`src/rtl/ram_bank_pkg.sv`:
```
// ram_bank_pkg: shared types and helpers for the ram_bank register memory
package ram_bank_pkg;
  typedef enum logic {ST_IDLE, ST_CLEAR} state_t;
  localparam int MAX_WIDTH = 64;
  function automatic int aw_of(input int depth);
    return depth > 1 ? $clog2(depth) : 1;
  endfunction
  function automatic logic even_par(input logic [MAX_WIDTH-1:0] d);
    return ^d;
  endfunction
endpackage

```
`src/rtl/ram_word.sv`:
```
// ram_word: one storage word with async reset, write enable and synchronous clear
module ram_word #(
  parameter int W = 8
) (
  input  logic         clk,
  input  logic         rst,
  input  logic         we,
  input  logic         clr,
  input  logic [W-1:0] d,
  output logic [W-1:0] q
);
  always_ff @(posedge clk or posedge rst)
    if (rst) q <= '0;
    else if (clr) q <= '0;
    else if (we) q <= d;
endmodule

```
`src/rtl/ram_bank.sv`:
```
// ram_bank: WIDTH x DEPTH register bank with req/ack access port and clear sweep
// Define RAM_BANK_PARITY_EN to store an even-parity bit per word and expose perr.
module ram_bank
  import ram_bank_pkg::*;
#(
  parameter int WIDTH = 8,
  parameter int DEPTH = 4,
  parameter int AW    = aw_of(DEPTH)
) (
  input  logic             clk,
  input  logic             rst,
  input  logic             req,
  input  logic             we,
  input  logic [AW-1:0]    addr,
  input  logic [WIDTH-1:0] wdata,
  input  logic             clr,
  output logic             ack,
  output logic [WIDTH-1:0] rdata,
`ifdef RAM_BANK_PARITY_EN
  output logic             perr,
`endif
  output logic             busy
);
`ifdef RAM_BANK_PARITY_EN
  localparam int WW = WIDTH + 1;
`else
  localparam int WW = WIDTH;
`endif
  state_t state, state_n;
  logic [AW-1:0] ptr, ptr_n;
  logic [WW-1:0] q [DEPTH];
  logic [WW-1:0] wword, rword;
  logic acc, wr, rd, in_range, last;
  assign busy     = state == ST_CLEAR;
  assign acc      = !busy && req && !clr;
  assign wr       = acc && we;
  assign rd       = acc && !we;
  assign in_range = int'(addr) < DEPTH;
  assign last     = ptr == AW'(DEPTH - 1);
  assign rword    = in_range ? q[addr] : '0;
`ifdef RAM_BANK_PARITY_EN
  assign wword = {even_par(MAX_WIDTH'(wdata)), wdata};
`else
  assign wword = wdata;
`endif
  for (genvar i = 0; i < DEPTH; i++) begin : g_w
    ram_word #(.W(WW)) u_w (
      .clk (clk),
      .rst (rst),
      .we  (wr && addr == AW'(i)),
      .clr (busy && ptr == AW'(i)),
      .d   (wword),
      .q   (q[i])
    );
  end
  always_ff @(posedge clk or posedge rst)
    if (rst) begin
      state <= ST_IDLE;
      ptr   <= '0;
    end else begin
      state <= state_n;
      ptr   <= ptr_n;
    end
  always_comb begin
    state_n = busy ? (last ? ST_IDLE : ST_CLEAR) : (clr ? ST_CLEAR : ST_IDLE);
    ptr_n   = (busy && !last) ? ptr + 1'b1 : '0;
  end
  // rdata only moves on reads; it holds across writes and idle cycles
  always_ff @(posedge clk or posedge rst)
    if (rst) begin
      ack   <= 1'b0;
      rdata <= '0;
    end else begin
      ack <= acc;
      if (rd) rdata <= rword[WIDTH-1:0];
    end
`ifdef RAM_BANK_PARITY_EN
  always_ff @(posedge clk or posedge rst)
    if (rst) perr <= 1'b0;
    else perr <= rd && ^rword;
`endif
endmodule

```
`config.mk`:
```
export PLATFORM = sky130hd
export DESIGN_NAME = ram_bank
export DESIGN_NICKNAME = d
export VERILOG_FILES = /design/src/rtl/ram_bank_pkg.sv /design/src/rtl/ram_word.sv /design/src/rtl/ram_bank.sv
export SDC_FILE = /design/constraint.sdc
export NUM_CORES = 1
export LEC_CHECK = 0
export CORE_MARGIN = 10
export CORE_UTILIZATION = 59
export CTS_CLUSTER_SIZE = 28
export DETAILED_ROUTE_END_ITERATION = 6
export GPL_TIMING_DRIVEN = 1
export PLACE_DENSITY = 0.89
export SETUP_SLACK_MARGIN = 0.15
export SKIP_CTS_REPAIR_TIMING = 1
export SYNTH_ARGS = -nofsm -noshare
export SYNTH_HDL_FRONTEND = slang
export SYNTH_HIERARCHICAL = 1
export SYNTH_SLANG_ARGS = --single-unit
```
`constraint.sdc`:
```
create_clock -name clk -period 2.95 [get_ports clk]
set_clock_uncertainty 0.05 [all_clocks]
set_input_delay 0.59 -clock clk [delete_from_list [all_inputs] [get_ports clk]]
set_output_delay 0.59 -clock clk [all_outputs]
set_load 0.02 [all_outputs]
```
Word level (Yosys, flattened, before mapping)
Cells that the tools add are included.
W data, S select, Z words.
- add/sub/neg operators: 1
- $lt $le $gt $ge: 1
- eq/ne operators: 6
- mux-type cells: 15
- bitwise operators: 1
- reduce and logical (&&, ||, !) cells: 23
- operators by type and width (cell ; count):
    $mux W8 ; 10
    $bmux W8 S2 ; 1
    $logic_and A1 B1 Y1 ; 13
    $eq A2 B2 Y1 const B ; 4
    $reduce_bool A2 Y1 ; 4
    $eq A2 B1 Y1 const B ; 2
    $logic_not A1 Y1 ; 4
    $logic_not A2 Y1 ; 2
    $ge A3 B3 Y1 const B ; 1
    $mux W1 ; 3
    $not A2 Y3 ; 1
    $add A2 B1 Y2 const B ; 1
    $mux W2 ; 1
- bits in registers: 44
- bits of input ports: 15
- output and inout bits: 10
- logic and storage cells: 55

Depth between registers and ports, before layout
- depth after elaboration: 7
- mapped depth: 5
- gate-level depth less buffers: 4

Modules after synthesis
The synthesis kept the hierarchy.
- by module, submodules not included (module ; times used ; cells each ; area each (µm²) ; sequential area each (µm²)):
    ram_word ; 4 ; 27 ; 329.1 ; 200.2
    ram_bank ; 1 ; 54 ; 774.5 ; 300.3

Worst setup path after synthesis
No wires, ideal clock.
- path kind: input -> register
- start: input port addr[1]
- end: register g_w[2].u_w.q[0]
- setup time: 128 ps
- arrival time: 1518 ps
- required time: 2772 ps
- slack: 1253 ps
- cell stages on the path: 5
- path buffers: 2
- cell sequence: clkbuf_1 nor3b_1 buf_6 mux2i_1 nor2_1
- word-level cells in the longest chain between the ends: 3
- ends and longest elaborated chain (item ; line ; source):
    from (decl) ; ram_bank.sv:14 ; input logic [AW-1:0] addr,
    $eq A2 B2 Y1 ; ram_bank.sv:50 ; .we (wr && addr == AW'(i)),
    $logic_and A1 B1 Y1 ; ram_bank.sv:50 ;
    $reduce_bool A2 Y1 (no source line) ; - ;
    to (signal assigned) ; ram_word.sv:13 ; if (rst) q <= '0;
    to (signal assigned) ; ram_word.sv:14 ; else if (clr) q <= '0;
    to (signal assigned) ; ram_word.sv:15 ; else if (we) q <= d;
    to (decl) ; ram_word.sv:10 ; output logic [W-1:0] q
Every way passes these cells.
A chain may end at the register's enable or synchronous reset.

Worst setup path in the final report
- start: register state (netlist: busy)
- end: output port busy
- RTL lines (item ; line ; source):
    from (decl) ; ram_bank.sv:29 ; state_t state, state_n;
    from (signal assigned) ; ram_bank.sv:61 ; state <= state_n;
    to (decl) ; ram_bank.sv:22 ; output logic busy
No word-level cell between the ends.

==> reports/results.ini <==
[status]
status = finished, final reports clean

[hold_path]
whs_path_depth = 1
hold_end = rdata[4]$_DFFE_PP0P_
hp-start = rdata[4]$_DFFE_PP0P_
hold_class = register to register

[setup_path]
critPathMaxFanout = 10
cp_top_family = buffers and inverters
critPathLaunch = busy$_DFF_PP0_
rr_startpoint = busy$_DFF_PP0_
worstSetupStartpointType = register
cp.required_ns = 2.31
path_cells = clkdlybuf4s50_1
end_kind = primary output
critPathArrivalTime_ns = 1.58
r2r_cells = 4
critPathSlowestCell = clkdlybuf4s50_1
rr_endpoint = g_w[3].u_w/q[1]$_DFFE_PP0P_
regToRegSetupSlack_ns = 1.02
path_class = register to primary output
critical-path-max-stage-delay_ns = 0.67
path_buf_inv = 1

[synth]
synth_cell_types = 19
synth_seq_cells = 44
syn_area_sq_um = 2091
synthesis.nets = 181
ys_seq_area_frac = 0.5266
synth_cells = 162
synth_area_per_cell_sq_um = 12.91
yosys_warnings = 6

[clock_tree]
htreeDepth = 2
clockBufferDepth = 2
clk_latency_ns = 0.36
cts_tree = yes
cts_root_buf = clkbuf_4
cts_inserted_buffers = 5
cts.sinks = 44
clk_pin_slew_ns = 0.12

[floorplanning]
core_sq_um = 3390
die_w_um = 79.53
dieArea_sq_um = 6325
num_rows = 21
initial_core_util = 0.6168
ios = 25
die_h_um = 79.53

[global_routing]
grt_antenna_before_repair = 0
grt_pass1_vias = 1436
grt_overflow_total = 0
grt_pass1_wl_um = 7293
grt_util_all_layers = 0.1478
grt_max_degree = 14

[final_layout]
area_delta_synth_final_pct = 15.38
fin_cells = 235
num-nets-final = 207
layout_commonest_cell = dfrtp_1
fin_area_sq_um = 2412
final_cell_mix = dfrtp_1, nor2_1, mux2i_1, clkdlybuf4s50_1, inv_1
layout-drive-gt1-share = 0.1534
antennaDiodeCount = 0

[place]
gp_congestion = 0.8551
placed_cells = 227
placed_area_sq_um = 2351
dpl.hpwl_um = 3598
io_buffer_count = 24

[sta]
drv_slew = 0
setup_viol = 0
hold_violations = 0
relSlewSlack = 0.5939
tightest_slew_ns = 0.6072
timing.final.crit_period_ns = 2.216
grt_setup_unrepaired = false
max_freq_mhz = 451.2
post-route-period-util = 0.7512
finalSetupTns_ns = 0

[drt]
drc_errors = 0
top_layer_used = met4
wl_met2_um = 2224
totalWireLength_um = 4463
vias_per_cell = 5.655
detail_route.wl_per_cell_um = 18.99
antenna_left = 0
dr_wl_met3_um = 348
firstDrtPassIters = 4
drtIter0Drc = 143
via_count = 1329
wl_met1_um = 1811

[pwr]
p_total_mw = 1.519
leakage_nw = 1.108
ir_worst_vdd_mv = 0.4039
power_density_nw_per_um2 = 629.7

[job]
cap_viol_max_count = 0

-- report_power, final --
part           total (mW)  switching (mW)  internal, mW
Clock               0.299           0.186         0.114
Sequential          0.802          0.0898         0.712
Combinational       0.418           0.229         0.189
-- flip-flops by register name (all words and copies together) (netlist names) --
signal,flops
busy,1
rdata,8
g_w.u_w/q,32
ack,1
ptr,2
-- cell families after synthesis --
logic type / count (synthesis) / synth area share
AOI/OAI and AO/OA: 1 / 0.002391
adders and majority gates: 4 / 0.02394
buffers and inverters: 19 / 0.05206
DFF: 44 / 0.5266
muxes: 48 / 0.2843
and+or+nand+nor: 46 / 0.1107
-- routing by layer --
metal  track usage  vias up
met5             0        -
met4       0.05735        0
met3       0.06644       10
met2        0.2419       57
met1        0.1646      661
li1              -      601
-- cells in the mapped netlist --
cell type	instances	area share
mux4_1	1	0.013
nand4bb_1	1	0.0054
mux4_2	7	0.075
and4_1	1	0.0042
o21ai_0	1	0.0024
and2_1	4	0.012
nor4b_4	1	0.011
clkbuf_1	1	0.0018
buf_6	5	0.027
or2b_1	1	0.0036
mux2_2	8	0.043
dfrtp_1	44	0.53
mux2i_1	32	0.15
nor3b_1	3	0.011
ha_1	4	0.024
nor3_1	1	0.0024
inv_1	9	0.016
nor2_1	34	0.061
buf_1	4	0.0072
-- cell type report --
class                           instances  area, sq um
Sequential cell                        44         1101
Fill cell                             206        977.2
Inverter                                9        33.78
Multi-Input combinational cell         99        880.8
Timing Repair Buffer                   29        277.8
Tap cell                               46        57.56
Clock inverter                          2        10.01
Clock buffer                            6        51.30
-- through the flow --
step           utilization  setup WS, ns  hold WS (ns)
2_1_floorplan            -         1.253        0.3557
3_3_place_gp        0.6936        0.4494        0.4193
3_5_place_dp        0.6936        0.3781        0.4491
4_1_cts             0.7117        0.7208        0.4768
5_1_grt             0.7117        0.6289        0.4951
6_report            0.7117        0.7339        0.4753
-- worst max-delay path by stage --
stage,cells after the start,slack [ns],endpoint
after detailed placement,4,0.38,g_w[3].u_w/q[1]$_DFFE_PP0P_
after floorplan,5,1.25,g_w[2].u_w/q[0]$_DFFE_PP0P_
after global placement,3,0.45,rdata[4]$_DFFE_PP0P_
after CTS,1,0.72,busy
final,1,0.73,busy
after global routing,4,0.63,g_w[3].u_w/q[0]$_DFFE_PP0P_
(Power assumes the default switching activity.)
